`src/rtl/clkdiv_multi_if.sv`:
```
// Control/status bundle for clkdiv_multi: enables, divisor write port, divided outputs.
interface clkdiv_multi_if #(
  parameter int NCH   = 4,
  parameter int CH_W  = 2,
  parameter int DIV_W = 8
);
  logic [NCH-1:0]   en;
  logic             wr_en;
  logic [CH_W-1:0]  wr_ch;
  logic [DIV_W-1:0] wr_div;
  logic [NCH-1:0]   clkout;
  logic [NCH-1:0]   tick;
  logic [NCH-1:0]   pend;

  modport master (output en, wr_en, wr_ch, wr_div, input clkout, tick, pend);
  modport slave  (input en, wr_en, wr_ch, wr_div, output clkout, tick, pend);
endinterface

```
`src/rtl/clkdiv_multi.sv`:
```
// NCH-channel programmable clock divider with shadowed divisors reloaded at period boundaries.
// Optional macro CLKDIV_TICK_EN adds the per-channel tick strobe; otherwise tick is tied low.
module clkdiv_lane #(
  parameter int DIV_W   = 8,
  parameter int DEF_DIV = 16
) (
  input  logic             clkin,
  input  logic             reset,
  input  logic             en,
  input  logic             wr,
  input  logic [DIV_W-1:0] wr_div,
  output logic             clkout,
  output logic             tick,
  output logic             pend
);
  logic [DIV_W-1:0] cnt, act_div, shd_div, cnt_next, hi_len, wr_clamp;
  logic             wrap, reload;

  assign wrap     = (cnt == act_div - DIV_W'(1));
  assign cnt_next = wrap ? '0 : cnt + DIV_W'(1);
  assign hi_len   = (act_div >> 1) + {{(DIV_W-1){1'b0}}, act_div[0]};
  assign wr_clamp = (wr_div < DIV_W'(2)) ? DIV_W'(2) : wr_div;
  // A stopped channel has no period to finish, so a pending divisor lands immediately.
  assign reload   = pend && (!en || wrap);

  always_ff @(posedge clkin) begin
    if (reset) begin
      cnt     <= '0;
      act_div <= DIV_W'(DEF_DIV);
      shd_div <= DIV_W'(DEF_DIV);
      pend    <= 1'b0;
      clkout  <= 1'b1;
    end else begin
      if (en) begin
        cnt    <= cnt_next;
        clkout <= (cnt_next < hi_len);
      end else begin
        cnt    <= '0;
        clkout <= 1'b1;
      end
      if (reload) act_div <= shd_div;
      // A write on the reload edge re-arms pend, deferring itself to the next boundary.
      if (wr) begin
        shd_div <= wr_clamp;
        pend    <= 1'b1;
      end else if (reload) begin
        pend    <= 1'b0;
      end
    end
  end

`ifdef CLKDIV_TICK_EN
  always_ff @(posedge clkin) begin
    if (reset) tick <= 1'b0;
    else       tick <= en && wrap;
  end
`else
  assign tick = 1'b0;
`endif
endmodule

module clkdiv_multi #(
  parameter int NCH     = 4,
  parameter int CH_W    = 2,
  parameter int DIV_W   = 8,
  parameter int DEF_DIV = 16
) (
  input  logic          clkin,
  input  logic          reset,
  clkdiv_multi_if.slave bus
);
  logic [NCH-1:0] wr_hit;

  for (genvar g = 0; g < NCH; g++) begin : g_lane
    // Indices at or above NCH match no lane, so such writes vanish.
    assign wr_hit[g] = bus.wr_en && (bus.wr_ch == CH_W'(g));

    clkdiv_lane #(.DIV_W(DIV_W), .DEF_DIV(DEF_DIV)) u_lane (
      .clkin  (clkin),
      .reset  (reset),
      .en     (bus.en[g]),
      .wr     (wr_hit[g]),
      .wr_div (bus.wr_div),
      .clkout (bus.clkout[g]),
      .tick   (bus.tick[g]),
      .pend   (bus.pend[g])
    );
  end
endmodule
```
`src/flat_wrapper.sv`:
```
// flat-port wrapper written by rule: the top's interface ports become plain ports
module clkdiv_multi_flat 
#(
  parameter int NCH     = 4,
  parameter int CH_W    = 2,
  parameter int DIV_W   = 8,
  parameter int DEF_DIV = 16
)
  (clkin, reset, bus_en, bus_wr_en, bus_wr_ch, bus_wr_div, bus_clkout, bus_tick, bus_pend);
  clkdiv_multi_if #(.NCH(NCH), .CH_W(CH_W), .DIV_W(DIV_W)) bus_i ();
  input  logic clkin;
  input  logic reset;
  input wire logic [$bits(bus_i.en)-1:0] bus_en;
  input wire logic [$bits(bus_i.wr_en)-1:0] bus_wr_en;
  input wire logic [$bits(bus_i.wr_ch)-1:0] bus_wr_ch;
  input wire logic [$bits(bus_i.wr_div)-1:0] bus_wr_div;
  output wire logic [$bits(bus_i.clkout)-1:0] bus_clkout;
  output wire logic [$bits(bus_i.tick)-1:0] bus_tick;
  output wire logic [$bits(bus_i.pend)-1:0] bus_pend;
  assign bus_i.en = bus_en;
  assign bus_i.wr_en = bus_wr_en;
  assign bus_i.wr_ch = bus_wr_ch;
  assign bus_i.wr_div = bus_wr_div;
  assign bus_clkout = bus_i.clkout;
  assign bus_tick = bus_i.tick;
  assign bus_pend = bus_i.pend;
  clkdiv_multi #(.NCH(NCH), .CH_W(CH_W), .DIV_W(DIV_W), .DEF_DIV(DEF_DIV)) u_core (.clkin(clkin), .reset(reset), .bus(bus_i));
endmodule
```
`config.mk`:
```
export PLATFORM = sky130hd
export DESIGN_NAME = clkdiv_multi_flat
export DESIGN_NICKNAME = d
export VERILOG_FILES = /design/src/rtl/clkdiv_multi_if.sv /design/src/rtl/clkdiv_multi.sv /design/src/flat_wrapper.sv
export SDC_FILE = /design/constraint.sdc
export NUM_CORES = 1
export LEC_CHECK = 0
export ABC_CLOCK_PERIOD_IN_PS = 2900
export CORE_UTILIZATION = 30
export CTS_CLUSTER_DIAMETER = 50
export DETAILED_ROUTE_END_ITERATION = 6
export HOLD_SLACK_MARGIN = 0.08
export PLACE_DENSITY = 0.51
export REMOVE_ABC_BUFFERS = 1
export SLEW_MARGIN = 0
export SYNTH_ARGS = -nofsm -noshare
export SYNTH_HDL_FRONTEND = slang
export SYNTH_HIERARCHICAL = 1
export SYNTH_SLANG_ARGS = --single-unit
```
`constraint.sdc`:
```
create_clock -name clkin -period 2.9 [get_ports clkin]
set_input_delay 0.58 -clock clkin [delete_from_list [all_inputs] [get_ports clkin]]
set_output_delay 0.58 -clock clkin [all_outputs]
set_load 0.05 [all_outputs]
```
== Word-level counts from Yosys, hierarchy flattened ==
Index checks and enable logic that the tools add are counted.
Storage, ports and cells
  register bits: 104
  bits of input ports: 17
  logic and storage cells: 86
Cells by class
  add/sub/neg operators: 12
  $lt $le $gt $ge: 5
  eq/ne operators: 7
  muxes and demuxes: 13
  bitwise logic cells: 4
  reduce and logical (&&, ||, !) cells: 25
Operators with widths (count)
  $mux 8: 5
  $add 7x1->8: 4
  $add 8x1->8 const B: 4
  $eq 8x8->1: 4
  $lt 8x8->1: 4
  $sub 8x1->8 const B: 4
  $logic_and 1x1->1: 8
  $lt 8x2->1 const B: 1
  $mux 1: 8
  $reduce_bool 2->1: 4
  $reduce_or 2->1: 4
  $eq 2x2->1 const B: 2
  $logic_not 1->1: 4
  $logic_or 1x1->1: 4
  $not 1->1: 4
  $eq 2x1->1 const B: 1
  $logic_not 2->1: 1

== Depth between registers and ports, before layout ==
Gate-level depths: netlist of the first run.
  word-level depth: 6
  depth in mapped cells: 16
  depth with buffers taken out: 13

== Modules after synthesis ==
Netlist of the first run, hierarchy kept.
Modules (own cells, without submodules)
  clkdiv_lane: times used 4, cells each 194, area each 1670.4 sq um, seq. area each 520.5 sq um
  clkdiv_multi: times used 1, cells each 4, area each 37.5 sq um, seq. area each 0.0 sq um

== Worst setup path before layout of the first run ==
Ideal clock, no wire load.
  path kind: flip-flop to flip-flop
  start point: register u_core.g_lane[2].u_lane.act_div[0]
  end point: register u_core.g_lane[2].u_lane.clkout
  arrival time: 3068 ps
  data required time: 2818 ps
  setup slack: -250 ps
  cell stages (with the launch flop): 17
  clock period less this slack: 3150 ps
  path through: dfxtp_1 > clkbuf_1 > inv_1 > ha_1 > buf_2 > o21bai_1 > a2111oi_0 > a311oi_1 > a211oi_2 > buf_2 > nor2_1 > ha_1 > a21o_1 > a21o_1 > a21oi_1 > nand3_1 > o2111ai_1
On the way
  cells in the longest elaborated chain, start to end: 4
Ends and longest elaborated chain
  start: declaration: line clkdiv_multi.sv:16  | logic [DIV_W-1:0] cnt, act_div, shd_div, cnt_next, hi_len, wr_clamp;
  start signal: assignment: line clkdiv_multi.sv:29  | act_div <= DIV_W'(DEF_DIV);
  start signal: assignment: line clkdiv_multi.sv:41  | if (reload) act_div <= shd_div;
  $sub 8x1->8: line clkdiv_multi.sv:19  | assign wrap = (cnt == act_div - DIV_W'(1));
  $eq 8x8->1: line clkdiv_multi.sv:19
  $mux 8: line clkdiv_multi.sv:20  | assign cnt_next = wrap ? '0 : cnt + DIV_W'(1);
  named net u_core.g_lane[2].u_lane.cnt_next[5]: line clkdiv_multi.sv:16
  $lt 8x8->1: line clkdiv_multi.sv:36  | clkout <= (cnt_next < hi_len);
  end signal: assignment: line clkdiv_multi.sv:36
  end: declaration: line clkdiv_multi.sv:12  | output logic clkout,
The timed path passes the listed nets, and every way through them passes these cells.
A chain may end at the register's enable or synchronous reset.

== Final worst setup path of the first run ==
  start point: register u_core.g_lane[3].u_lane.act_div[0]
  end point: register u_core.g_lane[3].u_lane.clkout
On the way
  cells in the longest elaborated chain, start to end: 4
Ends and longest elaborated chain (line)
  start: declaration: clkdiv_multi.sv:16
  start signal: assignment: clkdiv_multi.sv:29
  start signal: assignment: clkdiv_multi.sv:41
  $sub 8x1->8: clkdiv_multi.sv:19
  $eq 8x8->1: clkdiv_multi.sv:19
  $mux 8: clkdiv_multi.sv:20
  named net u_core.g_lane[3].u_lane.cnt_next[4]: clkdiv_multi.sv:16
  $lt 8x8->1: clkdiv_multi.sv:36
  end signal: assignment: clkdiv_multi.sv:36
  end: declaration: clkdiv_multi.sv:12
The timed path passes the listed nets, and every way through them passes these cells.

==> results of run 1 <==
==> power groups by stage <==
stage	Combinational, mW	Sequential [mW]	Clock [mW]
after floorplan	0.129	1.51	0
after global placement	0.224	1.51	0
after detailed placement	0.223	1.51	0
after CTS	0.224	1.48	1.22
after global routing	0.250	1.48	1.28
final	0.224	1.48	1.18
==> synth_stat cells (all sizes together), types with 8 or more instances <==
master / number / share of area
clkbuf: 32 / 0.019
nor2: 108 / 0.072
ha: 44 / 0.082
inv: 32 / 0.018
xor2: 48 / 0.063
o2111ai: 12 / 0.016
o21bai: 12 / 0.013
or3: 8 / 0.0074
and3: 17 / 0.016
nand4: 8 / 0.0074
nand2b: 8 / 0.0074
and2: 8 / 0.0074
buf: 28 / 0.034
mux2i: 52 / 0.077
nand2: 60 / 0.034
xnor2: 32 / 0.042
o31ai: 8 / 0.0089
a21o: 8 / 0.0089
o21ai: 12 / 0.0089
dfxtp: 104 / 0.31
a21oi: 12 / 0.0089
nand3: 40 / 0.030
a211oi: 8 / 0.012
nor3: 12 / 0.0089
==> metal layers <==
metal,wire (um),vias up,track usage
li1,-,2730,-
met5,0,-,0
met4,180,0,0.0460
met3,287,11,0.0186
met2,6830,65,0.213
met1,7850,2487,0.191
==> cell families after synthesis <==
| logic type | share of synthesized area |
|---|---|
| AOI/OAI and AO/OA | 0.112 |
| other | 0.00223 |
| buffers and inverters | 0.0700 |
| muxes | 0.0842 |
| adders and majority gates | 0.0819 |
| DFF | 0.310 |
| xor gates and xnor gates | 0.104 |
| and+or+nand+nor | 0.235 |
==> metrics by stage <==
stage                     instances  total power, mW  setup WS, ns  instance area (um2)  utilization
after floorplan                 720             1.64        -0.203                 6370            -
after global placement         1060             1.73        0.0586                 7220        0.330
after detailed placement       1060             1.73        0.0677                 7220        0.330
after CTS                      1076             2.92        0.0292                 7510        0.343
after global routing           1085             3.01       -0.0384                 7700        0.352
final                          1085             2.88         0.173                 7700        0.352
==> sequential cells by signal (all words and copies together) (netlist names) <==
name / flops
u_core/g_lane.u_lane/act_div: 32
u_core/g_lane.u_lane/cnt: 32
u_core/g_lane.u_lane/shd_div: 32
u_core/g_lane.u_lane/clkout: 4
u_core/g_lane.u_lane/pend: 4
==> repair_timing <==
item,4_1_cts,5_1_grt
hold endpoints to repair,0,0
endpoints found under the setup margin,0,4
gates resized for setup,0,33
hold buffers,0,0
setup buffers,0,9
==> final timing paths <==
| path | endpoint |
|---|---|
| hold / removal | u_core/g_lane[0].u_lane/act_div[3] |
| setup / recovery | u_core/g_lane[3].u_lane/clkout |
| hold reg to reg | u_core/g_lane[0].u_lane/act_div[3] |
| setup reg to reg | u_core/g_lane[3].u_lane/clkout |
==> layout make-up <==
cell class	count	area (um2)
inverters	32	120
multi-input cells	584	4280
repair buffers	69	584
flip-flops and latches	104	2090
well taps	280	350
clock buffers	10	239
fillers	2307	14200
clock inverters	6	42.5
==> cell usage in the layout, fill, tap and decap left out, types with 6 or more instances in the layout <==
master	count
dfxtp_1	98
nor2_1	76
nand2_1	60
mux2i_1	52
xor2_1	48
ha_1	43
buf_4	42
nand3_1	40
xnor2_1	32
nor2_2	32
inv_1	30
clkdlybuf4s50_1	23
and3_1	16
nor3_1	12
o21ai_0	11
o2111ai_1	11
o21bai_1	10
clkbuf_16	9
and2_1	8
nand2b_1	8
nand4_1	8
a21oi_1	8
or3_1	8
o31ai_1	8
a21o_1	8
dfxtp_2	6
==> worst max-delay path, stage by stage, from the launching register on <==
cell and delay, ns:
dfxtp_2 0.32, inv_1 0.07, ha_1 0.19, buf_6 0.14
nor4bb_2 0.26, mux2_2 0.19, o22ai_1 0.09, a211oi_2 0.26
buf_4 0.18, nor2_1 0.04, ha_1 0.19, a21o_1 0.17
a21o_1 0.18, a21oi_2 0.13, nand3_1 0.09, o2111ai_2 0.16
==> reports/results.tsv, run 1 <==
stage	metric	value	unit
setup_path	cp.required	3.18	ns
clock_network	cts_buffers	9	
route	ant_nets	0	
route	vias	5293	
status	status	finished clean	
clock_network	cts_sinks	104	
sta	tightest_slew	0.578	ns
place	gp_congestion	0.784	
floorplanning	die_w	152	um
floorplanning	num_rows	54	
floorplanning	initial_utilization	0.307	
sta	layout_worst_path_cycle_share	0.940	
finish	diodes	0	
sta	timing.hold.ws	0.455	ns
power	p_sw_frac	0.254	
floorplanning	io_pins	29	
place	port_buffers	24	
global_route	grt_pass1_wl	24.8	mm
route	post_drt_wl_per_cell	14.0	um
route	avgViaCountPerCell	4.88	
logic_synthesis	syn_inst	780	
hold_path	hp-class	reg -> reg	
sta	fmax	367	MHz
power	p_clk_frac	0.410	
hold_path	min_from	u_core/g_lane[0].u_lane/shd_div[3]	
power	p_per_area	374	nW/um2
sta	hold_viol_final	0	
logic_synthesis	synthFlopType	dfxtp_1	
route	drt_iter0_drc	205	
logic_synthesis	ys_warn_count	6	
floorplanning	core	21900	um2
power	irDropWorstVdd	0.263	mV
setup_path	crit_fanout	7	
power	p_int	2.15	mW
setup_path	path_class	reg -> reg	
global_route	grt_usage	0.136	
clock_network	cts_tree	built	
logic_synthesis	ys_seq_area_frac	0.310	
logic_synthesis	syn_avg_cell_area	8.61	um2
setup_path	r2r_start	u_core/g_lane[3].u_lane/act_div[0]	
setup_path	worstPathArrival	3.00	ns
place	dpl.hpwl	11.0	mm
floorplanning	die_area	23000	um2
logic_synthesis	synthArstFlopShare	0	
route	first_pass_iters	4	
setup_path	cp-end-kind	flip-flop	
clock_network	clk_latency	0.35	ns
setup_path	crit_path_start_kind	flip-flop	
hold_path	hold-path-cell-count	2	
setup_path	r2r_cells	15	
logic_synthesis	synth_edf_count	0	
sta	clock_skew	0.00452	ns
power	pwr-share-comb	0.078	
floorplanning	dieHeight	152	um
sta	slew_headroom	0.615	
clock_network	htree_num_levels	3	
power	p_leak	3.02	nW
clock_network	clock_path_buffers	2	
global_route	grt-ovfl-total	0	
global_route	antenna_found_initial	0	
sta	rsz0062_at_grt	true	
finish	drive_above_1_share	0.171	
route	wirelength	15.1	mm
sta	period_minus_slack	2.73	ns
logic_synthesis	ys_types	48	
clock_network	cts.clk_slew.worst_paths	0.07	ns
setup_path	crit_start	u_core/g_lane[3].u_lane/act_div[0]	
logic_synthesis	ys_ff_latch	104	
run	drv_cap	0	
sta	drv_slew	0	
global_route	first_global_vias	4875	
route	drcViolationCount	0	
power	p_sw	732	uW
power	sequentialPowerShare	0.512	
global_route	grt_max_degree	28	
finish	final_nets	861	
setup_path	regToRegSetupSlack	0.17	ns
finish	syn_to_final_growth	14.6	%
logic_synthesis	synth_area	6720	um2
sta	timing.setup.tns	0	ns
sta	setup_viol	0	
clock_network	ctsRootBufferMaster	clkbuf_16	
No activity file was read; power rests on OpenSTA's default activity.
==> run 2, diff against run 1 <==
--- a/config.mk
+++ b/config.mk
@@ -6,7 +6,9 @@
 export NUM_CORES = 1
 export LEC_CHECK = 0
 export ABC_CLOCK_PERIOD_IN_PS = 2900
+export CORE_ASPECT_RATIO = 1.4
 export CORE_UTILIZATION = 30
+export CTS_BUF_LIST = sky130_fd_sc_hd__clkbuf_4 sky130_fd_sc_hd__clkbuf_8 sky130_fd_sc_hd__clkbuf_16
 export CTS_CLUSTER_DIAMETER = 50
 export DETAILED_ROUTE_END_ITERATION = 6
 export HOLD_SLACK_MARGIN = 0.08
==> run 2 against run 1 <==
Net effect: global-route usage increased by 0.63 points; largest cell class unchanged; worst hold slack better by 0.0097 ns; non-clock buffer count fell by 3; register-to-register slack worse by 0.03 ns; total power up 4.1%; critical endpoint is now u_core/g_lane[2].u_lane/clkout; count of clock-buffer cells in the layout decreased by 1; die area hardly changed; first-iteration DRC count is 0.98% higher.
==> reports/results.tsv, run 2 (synthesized netlist as in run 1, its figures left out) <==
stage	metric	value	unit	change
setup_path	critical-path-max-stage-delay	0.34	ns	was 0.32 ns
setup_path	crit_path_start_kind	flip-flop		unchanged
global_route	antenna_found_initial	0		unchanged
floorplanning	die_area	23000	um2	about the same
clock_network	cts.clk_slew.worst_paths	0.07	ns	about the same
finish	final_area	7790	um2	was 7700 um2
setup_path	regToRegSetupSlack	0.14	ns	was 0.17 ns
power	p_per_area	385	nW/um2	was 374 nW/um2
route	avgViaCountPerCell	4.79		was 4.88
hold_path	hold-path-cell-count	2		unchanged
floorplanning	dieHeight	179	um	was 152 um
place	gp_congestion	0.817		was 0.784
hold_path	hp-class	reg -> reg		unchanged
sta	period_minus_slack	2.76	ns	was 2.73 ns
finish	syn_to_final_growth	16.0	%	was 14.6%
finish	final_nets	858		was 861
floorplanning	num_rows	64		was 54
route	drcViolationCount	0		unchanged
clock_network	clock_path_buffers	2		unchanged
power	p_int	2.23	mW	was 2.15 mW
hold_path	whs_endpoint	u_core/g_lane[2].u_lane/act_div[5]		was u_core/g_lane[0].u_lane/act_div[3]
run	drv_cap	0		unchanged
clock_network	ctsRootBufferMaster	clkbuf_16		unchanged
route	ant_nets	0		unchanged
sta	layout_setup_ws	0.142	ns	was 0.173 ns
clock_network	htree_num_levels	3		unchanged
power	p_sw	768	uW	was 732 uW
clock_network	cts_buffers	9		unchanged
setup_path	cpMaxStageDelayCell	a211oi_2		was dfxtp_2
finish	drive_above_1_share	0.177		was 0.171
place	dpl.hpwl	11.8	mm	was 11.0 mm
clock_network	cts_sinks	104		unchanged
setup_path	cp-end-kind	flip-flop		unchanged
place	dpl_cell_area	7240	um2	was 7220 um2
sta	timing.hold.ws	0.465	ns	was 0.455 ns
power	p_clk_frac	0.431		was 0.410
setup_path	r2r_cells	13		was 15
power	irDropWorstVdd	0.242	mV	was 0.263 mV
route	drt_iter0_drc	207		was 205
power	p_sw_frac	0.256		was 0.254
global_route	grt_max_degree	20		was 28
finish	mostFrequentLayoutCells	dfxtp_1 (98), nor2_1 (76), nand2_1 (60)		unchanged
route	wirelength	15.9	mm	was 15.1 mm
setup_path	crit_top_cell	buf_4		
sta	layout_worst_path_cycle_share	0.951		was 0.940
finish	nFillCells	2329		was 2307
power	pwr-share-comb	0.077		was 0.078
floorplanning	initial_utilization	0.306		was 0.307
global_route	grt-ovfl-total	0		unchanged
route	first_pass_iters	4		unchanged
route	post_drt_wl_per_cell	14.5	um	was 14.0 um
sta	drv_slew	0		unchanged
global_route	first_global_vias	5117		was 4875
clock_network	hold_buffers	0		unchanged
setup_path	worstPathCellList	inv_1 > ha_2 > o21bai_2 > a2111oi_4 > a311oi_2 > a211oi_2 > buf_4 > buf_4 > nor2_1 > ha_1 > nand4_1 > o21ai_0 > o2111ai_2		was inv_1 > ha_1 > buf_6 > nor4bb_2 > mux2_2 > o22ai_1 > a211oi_2 > buf_4 > nor2_1 > ha_1 > a21o_1 > a21o_1 > a21oi_2 > nand3_1 > o2111ai_2
setup_path	worstPathArrival	2.96	ns	was 3.00 ns
sta	slew_headroom	0.645		was 0.615
global_route	grt_pass1_wl	25.9	mm	was 24.8 mm
floorplanning	io_pins	29		unchanged
status	status	finished clean		unchanged
floorplanning	die_w	128	um	was 152 um
setup_path	cp.required	3.11	ns	was 3.18 ns
finish	diodes	0		unchanged
global_route	grt_usage	0.143		was 0.136
clock_network	cts_tree	built		unchanged
finish	layout_commonest_cell	dfxtp_1		unchanged
sta	rsz0062_at_grt	true		unchanged
finish	largest_registers	u_core/g_lane.u_lane/act_div x32, u_core/g_lane.u_lane/cnt x32, u_core/g_lane.u_lane/shd_div x32		unchanged
route	vias	5260		was 5293
finish	final_util	0.355		was 0.352
setup_path	timing.rr.end	u_core/g_lane[2].u_lane/clkout		was u_core/g_lane[3].u_lane/clkout
sta	setup_viol	0		unchanged
clock_network	clk_latency	0.36	ns	was 0.35 ns
setup_path	r2r_start	u_core/g_lane[2].u_lane/act_div[0]		was u_core/g_lane[3].u_lane/act_div[0]
sta	clock_skew	0.0146	ns	was 0.00452 ns
setup_path	path_class	reg -> reg		unchanged
place	post-place-ws	-0.0444	ns	was 0.0677 ns
place	port_buffers	24		unchanged
sta	timing.setup.tns	0	ns	unchanged
power	p_leak	3.02	nW	about the same
sta	fmax	363	MHz	was 367 MHz
hold_path	min_from	u_core/g_lane[2].u_lane/shd_div[5]		was u_core/g_lane[0].u_lane/shd_div[3]
floorplanning	core	21900	um2	about the same
setup_path	crit_fanout	4		was 7
power	sequentialPowerShare	0.492		was 0.512
sta	hold_viol_final	0		unchanged
sta	tightest_slew	0.531	ns	was 0.578 ns
run 2: how the worst max path moves through the flow:
stage | depth (start not counted) | endpoint | start
4_1_cts | 14 | u_core/g_lane[2].u_lane/clkout | u_core/g_lane[2].u_lane/act_div[0]
3_5_place_dp | 13 | u_core/g_lane[0].u_lane/clkout | u_core/g_lane[0].u_lane/act_div[0]
6_report | 13 | u_core/g_lane[2].u_lane/clkout | u_core/g_lane[2].u_lane/act_div[0]
2_1_floorplan | 13 | u_core/g_lane[2].u_lane/clkout | u_core/g_lane[2].u_lane/act_div[0]
3_3_place_gp | 13 | u_core/g_lane[0].u_lane/clkout | u_core/g_lane[0].u_lane/act_div[0]
5_1_grt | 13 | u_core/g_lane[2].u_lane/clkout | u_core/g_lane[2].u_lane/act_div[0]
run 2: cell type report:
type | count | area (um2) | area share
flip-flops and latches | 104 | 2090 | 0.268
well taps | 297 | 372 | 0.0477
inverters | 32 | 120 | 0.0154
clock buffers | 9 | 225 | 0.0289
multi-input cells | 584 | 4340 | 0.557
repair buffers | 66 | 558 | 0.0716
clock inverters | 7 | 86.3 | 0.0111
run 2: power groups by stage:
| stage | clock [mW] | sequential [mW] | combinational, mW |
|---|---|---|---|
| finish | 1.29 | 1.48 | 0.231 |
| global route | 1.38 | 1.48 | 0.256 |
| floorplan | 0 | 1.51 | 0.129 |
| CTS | 1.33 | 1.48 | 0.229 |
| global placement | 0 | 1.51 | 0.226 |
| detailed placement | 0 | 1.51 | 0.228 |
run 2: routing by layer:
| metal | wire [um] | share of wire | vias up | track usage |
|---|---|---|---|---|
| met5 | 0 | 0 | - | 0 |
| met4 | 254 | 0.016 | 0 | 0.0461 |
| met3 | 239 | 0.015 | 15 | 0.0206 |
| met2 | 8370 | 0.53 | 41 | 0.264 |
| met1 | 7040 | 0.44 | 2483 | 0.166 |
| li1 | - | - | 2721 | - |
run 2: repair_timing:
| action | CTS | global route |
|---|---|---|
| gates resized for setup | 3 | 44 |
| pin swaps | 2 | 20 |
| endpoints found under the hold margin | 0 | 0 |
| setup buffers | 1 | 6 |
| setup endpoints to repair | 1 | 4 |
run 2: stage by stage:
stage | instances | total power [mW]
final | 1099 | 3.00
after floorplan | 720 | 1.64
after detailed placement | 1076 | 1.74
after global placement | 1076 | 1.74
after CTS | 1093 | 3.04
after global routing | 1099 | 3.12
run 2: critical path: cells and delay by family (launching register included):
kind | cells | cell delay [ns]
compound gates | 6 | 1.31
fa+ha+maj | 2 | 0.49
buf+inv | 3 | 0.35
flops | 1 | 0.33
simple gates | 2 | 0.14
==> run 3, diff against run 2 <==
--- a/config.mk
+++ b/config.mk
@@ -14,6 +14,7 @@
 export HOLD_SLACK_MARGIN = 0.08
 export PLACE_DENSITY = 0.51
 export REMOVE_ABC_BUFFERS = 1
+export SKIP_CTS_REPAIR_TIMING = 1
 export SLEW_MARGIN = 0
 export SYNTH_ARGS = -nofsm -noshare
 export SYNTH_HDL_FRONTEND = slang
==> run 3 against run 2 <==
Net effect: die area is the same; non-clock buffer count unchanged; worst hold slack about the same; maximum frequency is essentially flat; critical path depth unchanged; combinational power hardly changed; count of clock-buffer cells in the layout did not move; sequential power barely moved; total power hardly changed; utilization about the same; largest power group unchanged.
==> reports/results.tsv, run 3 (synthesized netlist as in run 1, its figures left out) <==
stage	metric	value	unit	change
global_route	grt_pass1_wl	25.9	mm	about the same
sta	layout_worst_path_cycle_share	0.951		about the same
power	p_sw_frac	0.256		about the same
power	pwr-share-comb	0.077		about the same
sta	rsz0062_at_grt	true		unchanged
power	irDropWorstVdd	0.243	mV	was 0.242 mV
sta	drv_slew	0		unchanged
clock_network	htree_num_levels	3		unchanged
clock_network	ctsRootBufferMaster	clkbuf_16		unchanged
sta	fmax	363	MHz	about the same
sta	hold_viol_final	0		unchanged
setup_path	crit_path_start_kind	flip-flop		unchanged
route	post_drt_wl_per_cell	14.4	um	was 14.5 um
setup_path	crit_start	u_core/g_lane[2].u_lane/act_div[0]		unchanged
sta	tightest_slew	0.531	ns	about the same
power	p_clk_frac	0.431		about the same
finish	drive_above_1_share	0.175		was 0.177
hold_path	hp-class	reg -> reg		unchanged
route	vias	5241		was 5260
route	wirelength	15.8	mm	was 15.9 mm
setup_path	regToRegSetupSlack	0.14	ns	about the same
global_route	grt_max_degree	20		unchanged
power	p_sw	769	uW	was 768 uW
setup_path	cp-end-kind	flip-flop		unchanged
finish	final_util	0.355		about the same
floorplanning	num_rows	64		unchanged
finish	regArea	2090	um2	about the same
floorplanning	dieHeight	179	um	unchanged
place	gp_congestion	0.817		unchanged
floorplanning	core	21900	um2	unchanged
status	status	finished clean		unchanged
floorplanning	die_area	23000	um2	unchanged
clock_network	clk_latency	0.36	ns	about the same
route	ant_nets	0		unchanged
power	p_leak	3.02	nW	about the same
finish	mostFrequentLayoutCells	dfxtp_1 (97), nor2_1 (76), nand2_1 (60)		was dfxtp_1 (98), nor2_1 (76), nand2_1 (60)
floorplanning	initial_utilization	0.306		unchanged
power	p_per_area	385	nW/um2	about the same
clock_network	cts.clk_slew.worst_paths	0.07	ns	about the same
setup_path	r2r_start	u_core/g_lane[2].u_lane/act_div[0]		unchanged
floorplanning	die_w	128	um	unchanged
sta	period_minus_slack	2.76	ns	about the same
setup_path	crit_fanout	4		unchanged
setup_path	timing.rr.end	u_core/g_lane[2].u_lane/clkout		unchanged
run	drv_cap	0		unchanged
sta	clock_skew	0.0152	ns	was 0.0146 ns
power	power.total	3.00	mW	about the same
sta	slew_headroom	0.645		unchanged
finish	multi_input_area	4340	um2	about the same
clock_network	cts_sinks	104		unchanged
route	first_pass_iters	5		was 4
clock_network	cts_buffers	9		unchanged
global_route	grt_usage	0.142		was 0.143
place	post-place-ws	-0.0444	ns	unchanged
global_route	first_global_vias	5108		was 5117
finish	layout_commonest_cell	dfxtp_1		unchanged
place	dpl.hpwl	11.8	mm	unchanged
route	avgViaCountPerCell	4.77		was 4.79
finish	syn_to_final_growth	15.9	%	was 16.0%
finish	final_nets	858		unchanged
setup_path	crit_end	u_core/g_lane[2].u_lane/clkout		unchanged
global_route	antenna_found_initial	0		unchanged
sta	setup_viol	0		unchanged
sta	layout_setup_ws	0.142	ns	about the same
clock_network	clock_path_buffers	2		unchanged
setup_path	r2r_cells	13		unchanged
power	sequentialPowerShare	0.492		about the same
global_route	grt-ovfl-total	0		unchanged
finish	nFillCells	2323		was 2329
power	p_int	2.23	mW	about the same
floorplanning	io_pins	29		unchanged
clock_network	cts_tree	built		unchanged
route	drt_iter0_drc	190		was 207
finish	diodes	0		unchanged
finish	largest_registers	u_core/g_lane.u_lane/act_div x32, u_core/g_lane.u_lane/cnt x32, u_core/g_lane.u_lane/shd_div x32		unchanged
setup_path	worstPathArrival	2.96	ns	about the same
setup_path	cp.required	3.11	ns	about the same
place	port_buffers	24		unchanged
setup_path	path_class	reg -> reg		unchanged
route	drcViolationCount	0		unchanged
-- run 3: cell counts in the layout (fill, tap and decap cells not counted) --
Identical to the previous run, type by type.
-- run 3: worst min-delay path by stage --
stage / from / endpoint / cells past startpoint
floorplan: u_core/g_lane[0].u_lane/shd_div[7] / u_core/g_lane[0].u_lane/act_div[7] / 2
global placement: u_core/g_lane[3].u_lane/shd_div[2] / u_core/g_lane[3].u_lane/act_div[2] / 2
detailed placement: u_core/g_lane[1].u_lane/shd_div[3] / u_core/g_lane[1].u_lane/act_div[3] / 2
CTS: u_core/g_lane[1].u_lane/shd_div[3] / u_core/g_lane[1].u_lane/act_div[3] / 2
global route: u_core/g_lane[1].u_lane/shd_div[2] / u_core/g_lane[1].u_lane/act_div[2] / 2
finish: u_core/g_lane[2].u_lane/shd_div[5] / u_core/g_lane[2].u_lane/act_div[5] / 2
-- run 3: per-layer routing --
layer  track usage  vias up  wire length (um)  share of wire
met5             0        -                 0              0
met4        0.0436        0               227          0.014
met3        0.0197       15               224          0.014
met2         0.264       45              8330           0.53
met1         0.167     2459              7070           0.45
li1              -     2722                 -              -
-- run 3: cell type report --
type,count,area share
multi-input cells,584,0.557
repair buffers,66,0.0716
flip-flops and latches,104,0.268
inverters,32,0.0154
clock buffers,9,0.0289
clock inverters,7,0.0111
well taps,297,0.0477
-- run 3: metrics by stage --
| stage | hold slack, ns | setup TNS [ns] | instances | area, um2 |
|---|---|---|---|---|
| after global routing | 0.488 | -0.0718 | 1099 | 7790 |
| after CTS | 0.465 | -0.109 | 1092 | 7550 |
| after floorplan | 0.437 | -0.812 | 720 | 6370 |
| after detailed placement | 0.452 | -0.0444 | 1076 | 7240 |
| final | 0.465 | 0 | 1099 | 7790 |
| after global placement | 0.448 | -0.0897 | 1076 | 7240 |
-- run 3: power groups by stage --
| stage | registers [mW] | clock network [mW] | logic (mW) |
|---|---|---|---|
| finish | 1.48 | 1.29 | 0.230 |
| global route | 1.48 | 1.38 | 0.255 |
| CTS | 1.48 | 1.33 | 0.228 |
| detailed placement | 1.51 | 0 | 0.228 |
| global placement | 1.51 | 0 | 0.226 |
| floorplan | 1.51 | 0 | 0.129 |
-- run 3: worst max-delay path, stage by stage, from the launching register on --
cell and delay, ns:
dfxtp_2 0.33, inv_1 0.05, ha_2 0.18, o21bai_2 0.20, a2111oi_4 0.32, a311oi_2 0.09
a211oi_2 0.34, buf_4 0.19, buf_4 0.11, nor2_1 0.04, ha_1 0.31, nand4_1 0.10
o21ai_0 0.23, o2111ai_2 0.13
